<file path="config.mk">
export PLATFORM = sky130hd
export DESIGN_NAME = kong_game_ctrl
export DESIGN_NICKNAME = d
export VERILOG_FILES = /design/src/rtl/kong_game_ctrl.sv
export SDC_FILE = /design/constraint.sdc
export NUM_CORES = 1
export LEC_CHECK = 0
export CAP_MARGIN = 20
export CORE_ASPECT_RATIO = 1.25
export CORE_MARGIN = 2
export CORE_UTILIZATION = 25
export CTS_BUF_LIST = sky130_fd_sc_hd__clkbuf_8
export CTS_CLUSTER_SIZE = 14
export DETAILED_ROUTE_END_ITERATION = 8
export HOLD_SLACK_MARGIN = 0.1
export PLACE_DENSITY_LB_ADDON = 0.12
export SYNTH_ARGS = -nofsm -noshare
export SYNTH_HDL_FRONTEND = slang
export SYNTH_SLANG_ARGS = --single-unit
</file>
<file path="constraint.sdc">
create_clock -name clk -period 3.1 [get_ports clk]
set_clock_uncertainty 0.15 [all_clocks]
set_input_delay 0.775 -clock clk [delete_from_list [all_inputs] [get_ports clk]]
set_output_delay 0.775 -clock clk [all_outputs]
set_load 0.02 [all_outputs]
</file>
<file path="src/rtl/kong_game_ctrl.sv">
// Game-flow sequencer for kong: title/respawn/play/dying/level-done/game-over,
// with lives, level and bonus bookkeeping. Everything steps on the frame pulse.
module kong_game_ctrl #(
    parameter int unsigned INIT_LIVES     = 3,
    parameter int unsigned NUM_LEVELS     = 4,
    parameter int unsigned RESPAWN_FRAMES = 30,
    parameter int unsigned DEATH_FRAMES   = 90,
    parameter int unsigned DONE_FRAMES    = 120,
    parameter int unsigned BONUS_START    = 5000,
    parameter int unsigned BONUS_STEP     = 100,
    parameter int unsigned BONUS_PERIOD   = 60,
    parameter int          FALL_LIMIT_Y   = 470
) (
    input  logic               clk,
    input  logic               resetN,
    input  logic               startOfFrame,
    input  logic               key_start,
    input  logic               collision_enemy,
    input  logic               collision_goal,
    input  logic signed [10:0] kong_topLeftY,
    output logic [2:0]         game_state,
    output logic               kong_respawnN,
    output logic               input_enable,
    output logic [2:0]         lives,
    output logic [2:0]         level,
    output logic [13:0]        bonus,
    output logic [13:0]        score_add,
    output logic               score_add_valid
);

    typedef enum logic [2:0] {
        StTitle     = 3'd0,
        StRespawn   = 3'd1,
        StPlay      = 3'd2,
        StDying     = 3'd3,
        StLevelDone = 3'd4,
        StGameOver  = 3'd5
    } state_e;

    localparam logic signed [10:0] FallY       = 11'(FALL_LIMIT_Y);
    localparam logic [7:0]         RespawnLast = 8'(RESPAWN_FRAMES - 1);
    localparam logic [7:0]         DeathLast   = 8'(DEATH_FRAMES - 1);
    localparam logic [7:0]         DoneLast    = 8'(DONE_FRAMES - 1);
    localparam logic [7:0]         PeriodLast  = 8'(BONUS_PERIOD - 1);
    localparam logic [2:0]         LevelLast   = 3'(NUM_LEVELS - 1);
    localparam logic [13:0]        BonusInit   = 14'(BONUS_START);

    state_e      state_q, state_d;
    logic [7:0]  frame_cnt_q, frame_cnt_d;
    logic [7:0]  bonus_cnt_q, bonus_cnt_d;
    logic [2:0]  lives_q, lives_d;
    logic [2:0]  level_q, level_d;
    logic [13:0] bonus_q, bonus_d;
    logic [13:0] score_add_q, score_add_d;
    logic        score_valid_q, score_valid_d;

    logic start_seen_q, enemy_seen_q, goal_seen_q, fell_seen_q;
    logic start_ev, enemy_ev, goal_ev, fell_ev;

    // Events on the frame cycle itself still count toward the frame being closed.
    assign start_ev = start_seen_q | key_start;
    assign enemy_ev = enemy_seen_q | collision_enemy;
    assign goal_ev  = goal_seen_q | collision_goal;
    assign fell_ev  = fell_seen_q | (kong_topLeftY > FallY);

    always_ff @(posedge clk or negedge resetN) begin
        if (!resetN) begin
            start_seen_q <= 1'b0;
            enemy_seen_q <= 1'b0;
            goal_seen_q  <= 1'b0;
            fell_seen_q  <= 1'b0;
        end else if (startOfFrame) begin
            start_seen_q <= 1'b0;
            enemy_seen_q <= 1'b0;
            goal_seen_q  <= 1'b0;
            fell_seen_q  <= 1'b0;
        end else begin
            start_seen_q <= start_ev;
            enemy_seen_q <= enemy_ev;
            goal_seen_q  <= goal_ev;
            fell_seen_q  <= fell_ev;
        end
    end

    // Borrow out of the 15-bit difference means the step overshot zero.
    logic [14:0] bonus_diff;
    logic [13:0] bonus_dec;
    assign bonus_diff = {1'b0, bonus_q} - 15'(BONUS_STEP);
    assign bonus_dec  = bonus_diff[14] ? 14'd0 : bonus_diff[13:0];

    always_comb begin
        state_d       = state_q;
        frame_cnt_d   = frame_cnt_q;
        bonus_cnt_d   = bonus_cnt_q;
        lives_d       = lives_q;
        level_d       = level_q;
        bonus_d       = bonus_q;
        score_add_d   = score_add_q;
        score_valid_d = 1'b0;

        if (startOfFrame) begin
            case (state_q)
                StTitle: begin
                    if (start_ev) begin
                        state_d = StRespawn;
                        lives_d = 3'(INIT_LIVES);
                        level_d = 3'd0;
                        bonus_d = BonusInit;
                    end
                end
                StRespawn: begin
                    if (frame_cnt_q == RespawnLast) begin
                        state_d = StPlay;
                    end
                end
                StPlay: begin
                    if (bonus_cnt_q == PeriodLast) begin
                        bonus_cnt_d = 8'd0;
                        bonus_d     = bonus_dec;
                    end else begin
                        bonus_cnt_d = bonus_cnt_q + 8'd1;
                    end
                    // Death outranks a goal reached in the same frame.
                    if (enemy_ev || fell_ev || (bonus_q == 14'd0)) begin
                        state_d = StDying;
                        lives_d = lives_q - 3'd1;
                    end else if (goal_ev) begin
                        state_d       = StLevelDone;
                        score_add_d   = bonus_q;
                        score_valid_d = 1'b1;
                        if (level_q == LevelLast) begin
                            level_d = 3'd0;
                            lives_d = (lives_q == 3'd7) ? 3'd7 : lives_q + 3'd1;
                        end else begin
                            level_d = level_q + 3'd1;
                        end
                    end
                end
                StDying: begin
                    if (frame_cnt_q == DeathLast) begin
                        if (lives_q == 3'd0) begin
                            state_d = StGameOver;
                        end else begin
                            state_d = StRespawn;
                            bonus_d = BonusInit;
                        end
                    end
                end
                StLevelDone: begin
                    if (frame_cnt_q == DoneLast) begin
                        state_d = StRespawn;
                        bonus_d = BonusInit;
                    end
                end
                StGameOver: begin
                    if (start_ev) begin
                        state_d = StTitle;
                    end
                end
                default: state_d = StTitle;
            endcase

            if (state_d != state_q) begin
                frame_cnt_d = 8'd0;
                bonus_cnt_d = 8'd0;
            end else if (state_q inside {StRespawn, StDying, StLevelDone}) begin
                frame_cnt_d = frame_cnt_q + 8'd1;
            end
        end
    end

    always_ff @(posedge clk or negedge resetN) begin
        if (!resetN) begin
            state_q       <= StTitle;
            frame_cnt_q   <= 8'd0;
            bonus_cnt_q   <= 8'd0;
            lives_q       <= 3'd0;
            level_q       <= 3'd0;
            bonus_q       <= 14'd0;
            score_add_q   <= 14'd0;
            score_valid_q <= 1'b0;
        end else begin
            state_q       <= state_d;
            frame_cnt_q   <= frame_cnt_d;
            bonus_cnt_q   <= bonus_cnt_d;
            lives_q       <= lives_d;
            level_q       <= level_d;
            bonus_q       <= bonus_d;
            score_add_q   <= score_add_d;
            score_valid_q <= score_valid_d;
        end
    end

    assign game_state      = state_q;
    assign kong_respawnN   = (state_q == StPlay) || (state_q == StDying) ||
                             (state_q == StLevelDone);
    assign input_enable    = (state_q == StPlay);
    assign lives           = lives_q;
    assign level           = level_q;
    assign bonus           = bonus_q;
    assign score_add       = score_add_q;
    assign score_add_valid = score_valid_q;

endmodule

</file>
* Yosys cells after proc, flatten, opt, wreduce, memory -nomap -nowiden
Cells that the tools add are included.
Storage, ports and cells: output and inout port bits 40, word-level logic and storage cells 104, flip-flop bits (word level) 58, input bits 17
Cells by class: reduce and logical (&&, ||, !) cells 18, order comparisons 1, add/sub/neg operators 6, bitwise logic cells 5, equality and inequality tests 21, mux-type cells 41
Operators by type and width (number):
- 2-to-1 mux 14 bit | 6
- case mux 14 bit (4 select lines) | 1
- 2-to-1 mux 3 bit | 18
- 2-to-1 mux 8 bit | 5
- case mux 3 bit (6 select lines) | 1
- adder 8 x 1 -> 8 bit, second input constant | 2
- == test 8 x 7 -> 1 bit, second input constant | 2
- subtractor 14 x 7 -> 15 bit, second input constant | 1
- logical NOT 14 bit | 1
- case mux 3 bit (2 select lines) | 2
- greater-than comparator 11 x 10 -> 1 bit, second input constant | 1
- inequality test 2 bit, second input constant | 5
- AND reduction 5 bit | 2
- == test 3 x 2 -> 1 bit, second input constant | 3
- == test 3 bit, second input constant | 3
- == test 8 x 5 -> 1 bit, second input constant | 1
- == test 8 x 6 -> 1 bit, second input constant | 1
- 2-to-1 mux 1 bit | 8
- AND reduction 7 bit | 1
- adder 3 x 1 -> 3 bit, second input constant | 2
- logical NOT 3 bit | 2
- inequality test 3 x 1 -> 1 bit, second input constant | 2
- nonzero test 2 bit | 3
- logical OR 1 bit | 4
- other kinds (10) | 15

* Depth between registers and ports, before layout
Gate-level depths: netlist (run 1).
depth in word-level cells 10, gate-level depth with buffers 10, depth with buffers taken out 9

* Worst setup path before layout (run 1)
Ideal clock, no wire load.
path type register to register, start register bonus_q[8] (netlist: bonus[8]), end register bonus_cnt_q[6], required time 2.849 ns, slack 0.077 ns, arrival 2.772 ns, stages on the path, launching flop included 10, buffers on the path 2, clock period less this slack 3.023 ns, setup time 0.101 ns, path through dfrtp_1 -> buf_6 -> or4_4 -> buf_6 -> or4_4 -> nand4b_4 -> o21ai_4 -> a211oi_4 -> nand2_4 -> o311ai_2
Between the ends: longest elaborated chain between the ends 8, elaborated cells between the ends (all ways) 9, those cells by class eq/ne: 1; mux: 4; reduce/logical: 4
RTL lines:
- from (decl) | RTL line 53 | logic [13:0] bonus_q, bonus_d;
- from (signal assigned) | RTL line 188 | bonus_q <= bonus_d;
- logical NOT 14 bit (*) | RTL line 124 | if (enemy_ev || fell_ev || (bonus_q == 14'd0)) begin
- logical OR 1 bit (*) | RTL line 124
- 2-to-1 mux 3 bit (*) | RTL line 124
- case mux 3 bit (6 select lines) (*) | RTL line 102 | case (state_q)
- 2-to-1 mux 3 bit (*) | RTL line 101 | if (startOfFrame) begin
- inequality test 3 bit (*) | RTL line 163 | if (state_d != state_q) begin
- nonzero test 2 bit (no source line)
- AND reduction 2 bit (no source line)
- to (signal assigned) | RTL line 185 | bonus_cnt_q <= bonus_cnt_d;
- to (decl) | RTL line 50 | logic [7:0] bonus_cnt_q, bonus_cnt_d;
Every way passes the cells marked *; elsewhere a longest branch is shown, timed or not. The select of a mux whose other input is x is not followed. A chain may end at the register's enable or synchronous reset.

* Final worst setup path (run 1)
start register state_q[2] (netlist: game_state[2]), end output port kong_respawnN
Between the ends: longest elaborated chain between the ends 3, elaborated cells between the ends (all ways) 5, those cells by class eq/ne: 3; reduce/logical: 2
RTL lines:
- from (decl) | RTL line 48 | state_e state_q, state_d;
- from (signal assigned) | RTL line 174 | state_q <= StTitle;
- from (signal assigned) | RTL line 183 | state_q <= state_d;
- == test 3 x 2 -> 1 bit | RTL line 195 | assign kong_respawnN = (state_q == StPlay) || (state_q == StDying) ||
- logical OR 1 bit | RTL line 195
- logical OR 1 bit (*) | RTL line 195
- to (decl) | RTL line 22 | output logic kong_respawnN,
Every way passes the cells marked *; elsewhere a longest branch is shown, timed or not.

==> results of run 1 <==
## metrics by stage
step,power (uW),utilization [%],cell area (um^2),hold slack (ns)
2_1_floorplan,1260,-,3110,0.323
3_3_place_gp,1530,32.4,3930,0.344
3_5_place_dp,1530,32.4,3930,0.346
4_1_cts,1970,33.2,4020,0.294
5_1_grt,2070,33.2,4020,0.309
6_report,1940,33.2,4020,0.280
## cell families after synthesis
group           after synthesis  share of synthesized area [%]
other cells                   1                          0.121
flops                        54                           43.5
mux                          12                           4.35
compound gates               90                           20.1
simple gates                135                           23.2
buf+inv                      27                           5.48
fa+ha+maj                     8                           3.23
## state kept, by name, summed over array words and instances (netlist names)
register and count:
lives 3, level 3, goal_seen_q 1, score_add_valid 1, enemy_seen_q 1, bonus 12
start_seen_q 1, game_state 3, frame_cnt_q 8, bonus_cnt_q 8, fell_seen_q 1, score_add 12
## layout make-up
type	count	area, um^2	area share, %
flip-flops and latches	54	1350	33.7
clock buffers	6	82.6	2.05
well taps	164	205	5.10
inverters	10	37.5	0.933
repair buffers	78	736	18.3
clock inverters	2	8.76	0.218
multi-input cells	249	1600	39.7
## where the power goes
part           switching (uW)  internal, uW
registers                75.5           775
clock network             248           178
logic                     367           294
total                     690          1250
## routing by layer
layer / vias to the layer above / global-route usage (%) / part of all wire [%]
met5: - / 0 / 0
met4: 0 / 5.01 / 1.9
met3: 11 / 2.33 / 3.2
met2: 50 / 23.6 / 51
met1: 1301 / 15.7 / 44
li1: 1319 / - / -
## path summary, 6_finish.rpt
kind,end,slack [ns],from,depth (start not counted)
max,kong_respawnN,0.10,game_state[2],4
min,goal_seen_q,0.28,resetN,1
max reg2reg,frame_cnt_q[1],0.19,bonus[8],8
min reg2reg,score_add[13],0.36,score_add[13],1
max in group asynchronous,bonus[7],1.92,resetN,2
min in group clk,score_add[13],0.36,score_add[13],1
## cell usage after synthesis (4+ instances only)
cell type,number,area [um^2]
nor4_1,5,31.3
o2bb2ai_1,6,52.6
buf_4,4,30.0
o31ai_1,7,52.6
o21ai_0,28,140
a31oi_1,5,31.3
dfrtp_1,54,1350
nand2_1,31,116
nand4_1,5,31.3
nand2b_1,8,50.1
nand3_1,9,45.0
a22o_1,4,35.0
ha_1,8,100
a21oi_1,18,90.1
nor2b_1,4,25.0
or2_2,6,37.5
nor3_1,12,60.1
nor2_1,30,113
inv_1,10,37.5
clkbuf_1,6,22.5
mux2_2,12,135
## timing repair
action / CTS / global route
endpoints found under the setup margin: 0 / 2
setup buffers: 0 / 0
hold endpoints to repair: 0 / 0
resized for setup: 0 / 2
## placed cells by master (no fill, tap or decap), types with 5 or more instances in the layout
cell type	netlist	routed
dfrtp_1	54	52
clkdlybuf4s50_1	0	51
nand2_1	31	31
nor2_1	30	30
o21ai_0	28	28
buf_4	4	24
a21oi_1	18	18
mux2_2	12	12
inv_1	10	11
nor3_1	12	11
nand3_1	9	9
nand2b_1	8	8
ha_1	8	8
o31ai_1	7	7
or2_2	6	6
o2bb2ai_1	6	6
clkbuf_8	3	6
nand4_1	5	5
nor4_1	5	5
a31oi_1	5	5
==> metrics.yaml, run 1 <==
run_status:
  status: "completed"
power_and_ir_drop:
  power.density_nw_per_um2: 482
  peakVddDrop_mv: 0.146
  p_leak_uw: 0.00170
clock_network:
  cts_made_buffers: 5
  cts_root_buffer: "clkbuf_8"
  hold_buffers: 0
  clock_latency_ns: 0.33
  cts_tree: "yes"
  clk_path_buf_depth: 2
  clk_pin_slew_ns: 0.11
  clock-sinks: 54
  htree_levels: 2
detailed_routing:
  num_vias: 2681
  dr.first_iter.drc_count: 114
  wl_per_cell_um: 14.8
  dr.pass1.iters: 4
  viasPerCell: 4.76
  postRouteAntennaNets: 0
  drcViolationCount: 0
  drt-total-wl_um: 8350
logic_synthesis:
  netlist_instances: 327
  syn-cell-area_um2: 3100
  yosys_most_used_dff: "dfrtp_1"
  yosys_warnings: 0
  synth_area_per_cell_um2: 9.49
  synth-edff-count: 0
  synthArstFlopShare_pct: 100
  synth_seq_cells: 54
  ys_types: 56
  ys_seq_area_share_pct: 43.5
placement:
  port_buffers: 52
  place_hpwl_um: 6170
  post-place-ws_ns: 0.101
  gp_congestion: 0.754
  placedCellCount: 555
floorplanning:
  die_y_um: 129
  initial_core_util_pct: 25.6
  core_area_um2: 12100
  pin_count: 57
  num_rows: 45
  die_w_um: 104
  die-area_um2: 13300
setup_path:
  crit_required_ns: 2.17
  cp_max_fo: 7
  critPathKind: "reg -> out"
  arrival_ns: 2.07
  cpLargestDelayFamily: "buffers and inverters"
  cp_slowest_cell: "clkdlybuf4s50_1"
  cp_slowest_stage_delay_ns: 0.60
  crit_path_end_kind: "output port"
  crit_chain: "buf_4, or3b_2, nand2_1, clkdlybuf4s50_1"
  start_kind: "flip-flop"
  path_buf_inv: 2
global_route:
  grt_pass1_vias: 2790
  antenna_found_initial: 0
  overflow: 0
  grt_max_degree: 33
  grt_pass1_wl_um: 14000
  grt.total_usage_pct: 13.1
cells_and_area:
  antenna_cells: 0
  final_cells: 563
  syn2layout_area_growth_pct: 29.6
  fillCellCount: 1272
  finalNetCount: 423
  drive_gt1_share_pct: 18.0
sta:
  timing_hold_violations_final: 0
  rsz0062_at_grt: "no"
  tightest_slew_ns: 0.589
  fmax_ghz: 0.333
  slew_viol_final: 0
  final.setup.tns_ns: 0
  setup_violations: 0
  max-slew-margin-rel_pct: 60.7
  post-route-period-util_pct: 96.7
  min_period_ns: 3.00
  setup_slack_ns: 0.101
worst_hold_path:
  hp-class: "in -> async"
job:
  max-cap-violations: 0
No activity file was read; power rests on OpenSTA's default activity.
==> inputs of run 2 (changes only) <==
SKIP_CTS_REPAIR_TIMING = 1   (was default)
clock period = 3.9 ns   (was 3.1 ns; I/O delays follow)
==> run 2 against run 1 <==
Cell area down 3.8%. Critical path depth unchanged. Clock-buffer cell count down 1. Critical path type unchanged. Highest routed layer unchanged.
==> metrics.yaml, run 2 (synthesis gave the netlist of run 1 again) <==
cells_and_area:
  finalNetCount: 408
  fillCellCount: 1279
  antenna_cells: 0
  syn2layout_area_growth_pct: 24.7
  final_common_cell: "dfrtp_1"
  drive_gt1_share_pct: 14.1
  final_cell_mix: "dfrtp_1 (54), clkdlybuf4s50_1 (51), nand2_1 (31), nor2_1 (30), o21ai_0 (28)"
detailed_routing:
  drt-total-wl_um: 8190
  viasPerCell: 4.82
  drcViolationCount: 0
  dr.first_iter.drc_count: 122
  wl_per_cell_um: 15.0
  num_vias: 2636
  dr.pass1.iters: 5
  postRouteAntennaNets: 0
power_and_ir_drop:
  p_switching_uw: 536
  p_leak_uw: 0.00162
  peakVddDrop_mv: 0.198
  p_int_uw: 934
  comb_power_share_pct: 30.7
  power.density_nw_per_um2: 380
  power_frac_seq_pct: 47.7
  p_clk_share_pct: 21.5
  swShare_pct: 36.5
placement:
  gp_congestion: 0.774
  place_hpwl_um: 5810
  port_buffers: 52
setup_path:
  crit_path_end_kind: "output port"
  crit_required_ns: 2.77
  cp_max_fo: 12
  crit_chain: "nand2b_1, or2_2, inv_1, clkdlybuf4s50_1"
  start_kind: "flip-flop"
  critPathKind: "reg -> out"
  cp_slowest_cell: "clkdlybuf4s50_1"
  reg2reg_slack_ns: 0.80
  reg2reg_from: "bonus[9]"
  worst_r2r_path_depth: 7
  worstReg2RegEnd: "bonus_cnt_q[6]"
  arrival_ns: 2.31
  cp_slowest_stage_delay_ns: 0.63
sta:
  fmax_ghz: 0.291
  setup_violations: 0
  max-slew-margin-rel_pct: 35.2
  final.setup.tns_ns: 0
  min_period_ns: 3.44
  timing_hold_violations_final: 0
  whs_ns: 0.365
  post-route-period-util_pct: 88.1
  tightest_slew_ns: 0.971
  slew_viol_final: 0
  rsz0062_at_grt: "no"
floorplanning:
  num_rows: 45
  pin_count: 57
  die_w_um: 104
  initial_core_util_pct: 25.6
  die-area_um2: 13300
  die_y_um: 129
  core_area_um2: 12100
clock_network:
  cts_tree: "yes"
  clk_pin_slew_ns: 0.10
  clock_latency_ns: 0.31
  clk_path_buf_depth: 2
  clock-sinks: 54
  cts_made_buffers: 5
  htree_levels: 2
  cts_root_buffer: "clkbuf_8"
worst_hold_path:
  min_to: "score_add[12]"
  hold_depth: 1
  hp-class: "reg -> reg"
  hold_path.startpoint: "score_add[12]"
global_route:
  grt_pass1_wl_um: 13800
  grt_max_degree: 55
  overflow: 0
  grt_pass1_vias: 2665
  antenna_found_initial: 0
  grt.total_usage_pct: 12.7
job:
  max-cap-violations: 0
run_status:
  status: "completed"
[run 2: area by class of cell]
| type | count | area [um^2] | area share [%] |
|---|---|---|---|
| Clock inverter | 2 | 11.3 | 0.291 |
| Clock buffer | 5 | 68.8 | 1.78 |
| Tap cell | 164 | 205 | 5.30 |
| Timing Repair Buffer | 63 | 598 | 15.5 |
| Multi-Input combinational cell | 249 | 1600 | 41.3 |
| Sequential cell | 54 | 1350 | 34.9 |
| Inverter | 10 | 37.5 | 0.970 |
[run 2: layer usage]
metal  part of all wire, %  track usage, %  wire length, um
met2                    51            22.6             4200
met3                   3.1            2.18              253
met5                     0               0                0
met1                    45            16.2             3660
met4                   1.0            3.26               82
[run 2: worst max path at each step]
stage	from	cells after the start	end	slack, ns
after floorplan	bonus[8]	9	bonus_cnt_q[6]	0.88
after global placement	kong_topLeftY[10]	8	bonus_cnt_q[7]	0.46
after detailed placement	kong_topLeftY[10]	8	bonus_cnt_q[6]	0.36
after CTS	game_state[2]	4	input_enable	0.46
after global routing	game_state[2]	4	input_enable	0.38
final	game_state[2]	4	input_enable	0.46
[run 2: per-stage QoR]
stage          std cells  setup slack (ns)  utilization, %  area, um^2  power [uW]
2_1_floorplan        330             0.877               -        3110        1010
3_3_place_gp         540             0.459            31.3        3790        1170
3_5_place_dp         540             0.359            31.3        3790        1170
4_1_cts              547             0.459            32.0        3870        1490
5_1_grt              547             0.380            32.0        3870        1570
6_report             547             0.463            32.0        3870        1470
[run 2: power by group through the flow]
stage          logic (uW)  clock network, uW  registers (uW)
2_1_floorplan         293                  0             712
3_3_place_gp          456                  0             712
5_1_grt               504                350             716
6_report              452                317             702
4_1_cts               459                335             700
3_5_place_dp          458                  0             710
[run 2: critical path, delay by kind of cell, from the launching register on]
kind	cells	cell delay, ns
and+or+nand+nor	2	0.70
buffers and inverters	2	0.80
DFF	1	0.50
==> inputs of run 3 (changes only) <==
clock period = 4.1 ns   (was 3.9 ns; I/O delays follow)
==> run 3 against run 2 <==
Global-route usage is 0.31 points lower. Flip-flop and latch count stayed put. Clock-buffer cell count stayed put. Routed wire length is 1.7% lower. Total power is 5.5% lower. Setup slack better by 0.18 ns.
==> metrics.yaml, run 3 (synthesis gave the netlist of run 1 again) <==
run_status:
  status: "completed"
clock_network:
  clock_latency_ns: 0.32
  clock-sinks: 54
  htree_levels: 2
  cts_tree: "yes"
  cts_root_buffer: "clkbuf_8"
  cts_made_buffers: 5
  clk_path_buf_depth: 2
  clk_pin_slew_ns: 0.10
job:
  max-cap-violations: 0
setup_path:
  worst_r2r_path_depth: 7
  worstReg2RegEnd: "bonus_cnt_q[7]"
  crit_required_ns: 2.92
  reg2reg_slack_ns: 0.95
  arrival_ns: 2.29
  reg2reg_from: "bonus[8]"
  cp_max_fo: 12
  start_kind: "flip-flop"
  critPathKind: "reg -> out"
  crit_path_end_kind: "output port"
detailed_routing:
  wl_met1_um: 3670
  postRouteAntennaNets: 0
  wl_met3_um: 276
  wl_per_cell_um: 14.7
  dr.pass1.iters: 4
  dr.first_iter.drc_count: 118
  drt-total-wl_um: 8050
  top_layer: "met4"
  dr_wl_met2_um: 3990
  viasPerCell: 4.80
  drcViolationCount: 0
  num_vias: 2627
cells_and_area:
  final_cell_mix: "dfrtp_1 (54), clkdlybuf4s50_1 (51), nand2_1 (31), nor2_1 (30), o21ai_0 (28)"
  multi_input_area_um2: 1600
  final_cells: 547
  fillCellCount: 1272
  final_common_cell: "dfrtp_1"
  finalNetCount: 408
  drive_gt1_share_pct: 13.8
  antenna_cells: 0
  syn2layout_area_growth_pct: 24.6
  register_area_um2: 1350
  postLayoutCellArea_um2: 3870
sta:
  final.setup.tns_ns: 0
  setup_violations: 0
  timing_hold_violations_final: 0
  max-slew-margin-rel_pct: 48.5
  post-route-period-util_pct: 84.4
  slew_viol_final: 0
  whs_ns: 0.364
  rsz0062_at_grt: "no"
  fmax_ghz: 0.289
  tightest_slew_ns: 0.772
  min_period_ns: 3.46
placement:
  gp_congestion: 0.753
  place_hpwl_um: 5770
  port_buffers: 52
  place_area_um2: 3780
  placedCellCount: 539
floorplanning:
  die-area_um2: 13300
  core_area_um2: 12100
  pin_count: 57
  die_y_um: 129
  num_rows: 45
  die_w_um: 104
  initial_core_util_pct: 25.6
worst_hold_path:
  hold_depth: 1
  min_to: "score_add[5]"
  hold_path.startpoint: "score_add[5]"
  hp-class: "reg -> reg"
global_route:
  overflow: 0
  grt.total_usage_pct: 12.4
  grt_max_degree: 33
  antenna_found_initial: 0
  grt_pass1_wl_um: 13400
  grt_pass1_vias: 2588
power_and_ir_drop:
  p_total_uw: 1390
  power.density_nw_per_um2: 359
  p_leak_uw: 0.00162
  peakVddDrop_mv: 0.120
[run 3: critical path: stages (launching register included)]
cell and delay (ns):
dfrtp_1 0.50, nand2b_1 0.26, or2_2 0.42, inv_1 0.16
clkdlybuf4s50_1 0.62
[run 3: where the power goes]
part           switching [uW]  total (uW)  internal (uW)
registers                89.2         674            585
logic                     234         418            184
clock network             184         297            114
[run 3: worst max path at each step]
stage	startpoint	to	depth (start not counted)
floorplan	bonus[8]	bonus_cnt_q[6]	9
global placement	kong_topLeftY[10]	bonus_cnt_q[6]	8
detailed placement	kong_topLeftY[10]	bonus_cnt_q[7]	8
CTS	game_state[2]	input_enable	4
global route	game_state[2]	input_enable	4
finish	game_state[2]	input_enable	4
[run 3: layer usage]
metal,global-route usage [%],up-vias
met5,0,-
li1,-,1297
met2,21.5,50
met1,15.8,1274
met3,2.28,6
met4,4.05,0
[run 3: cell type report]
type | instances | area share, %
clock buffers | 5 | 1.78
clock inverters | 2 | 0.194
inverters | 10 | 0.971
multi-input cells | 249 | 41.3
flip-flops and latches | 54 | 35.0
well taps | 164 | 5.31
repair buffers | 63 | 15.5
[run 3: through the flow]
stage | utilization [%] | setup WS [ns]
2_1_floorplan | - | 1.08
3_3_place_gp | 31.2 | 0.606
3_5_place_dp | 31.2 | 0.522
4_1_cts | 31.9 | 0.596
5_1_grt | 31.9 | 0.527
6_report | 31.9 | 0.640
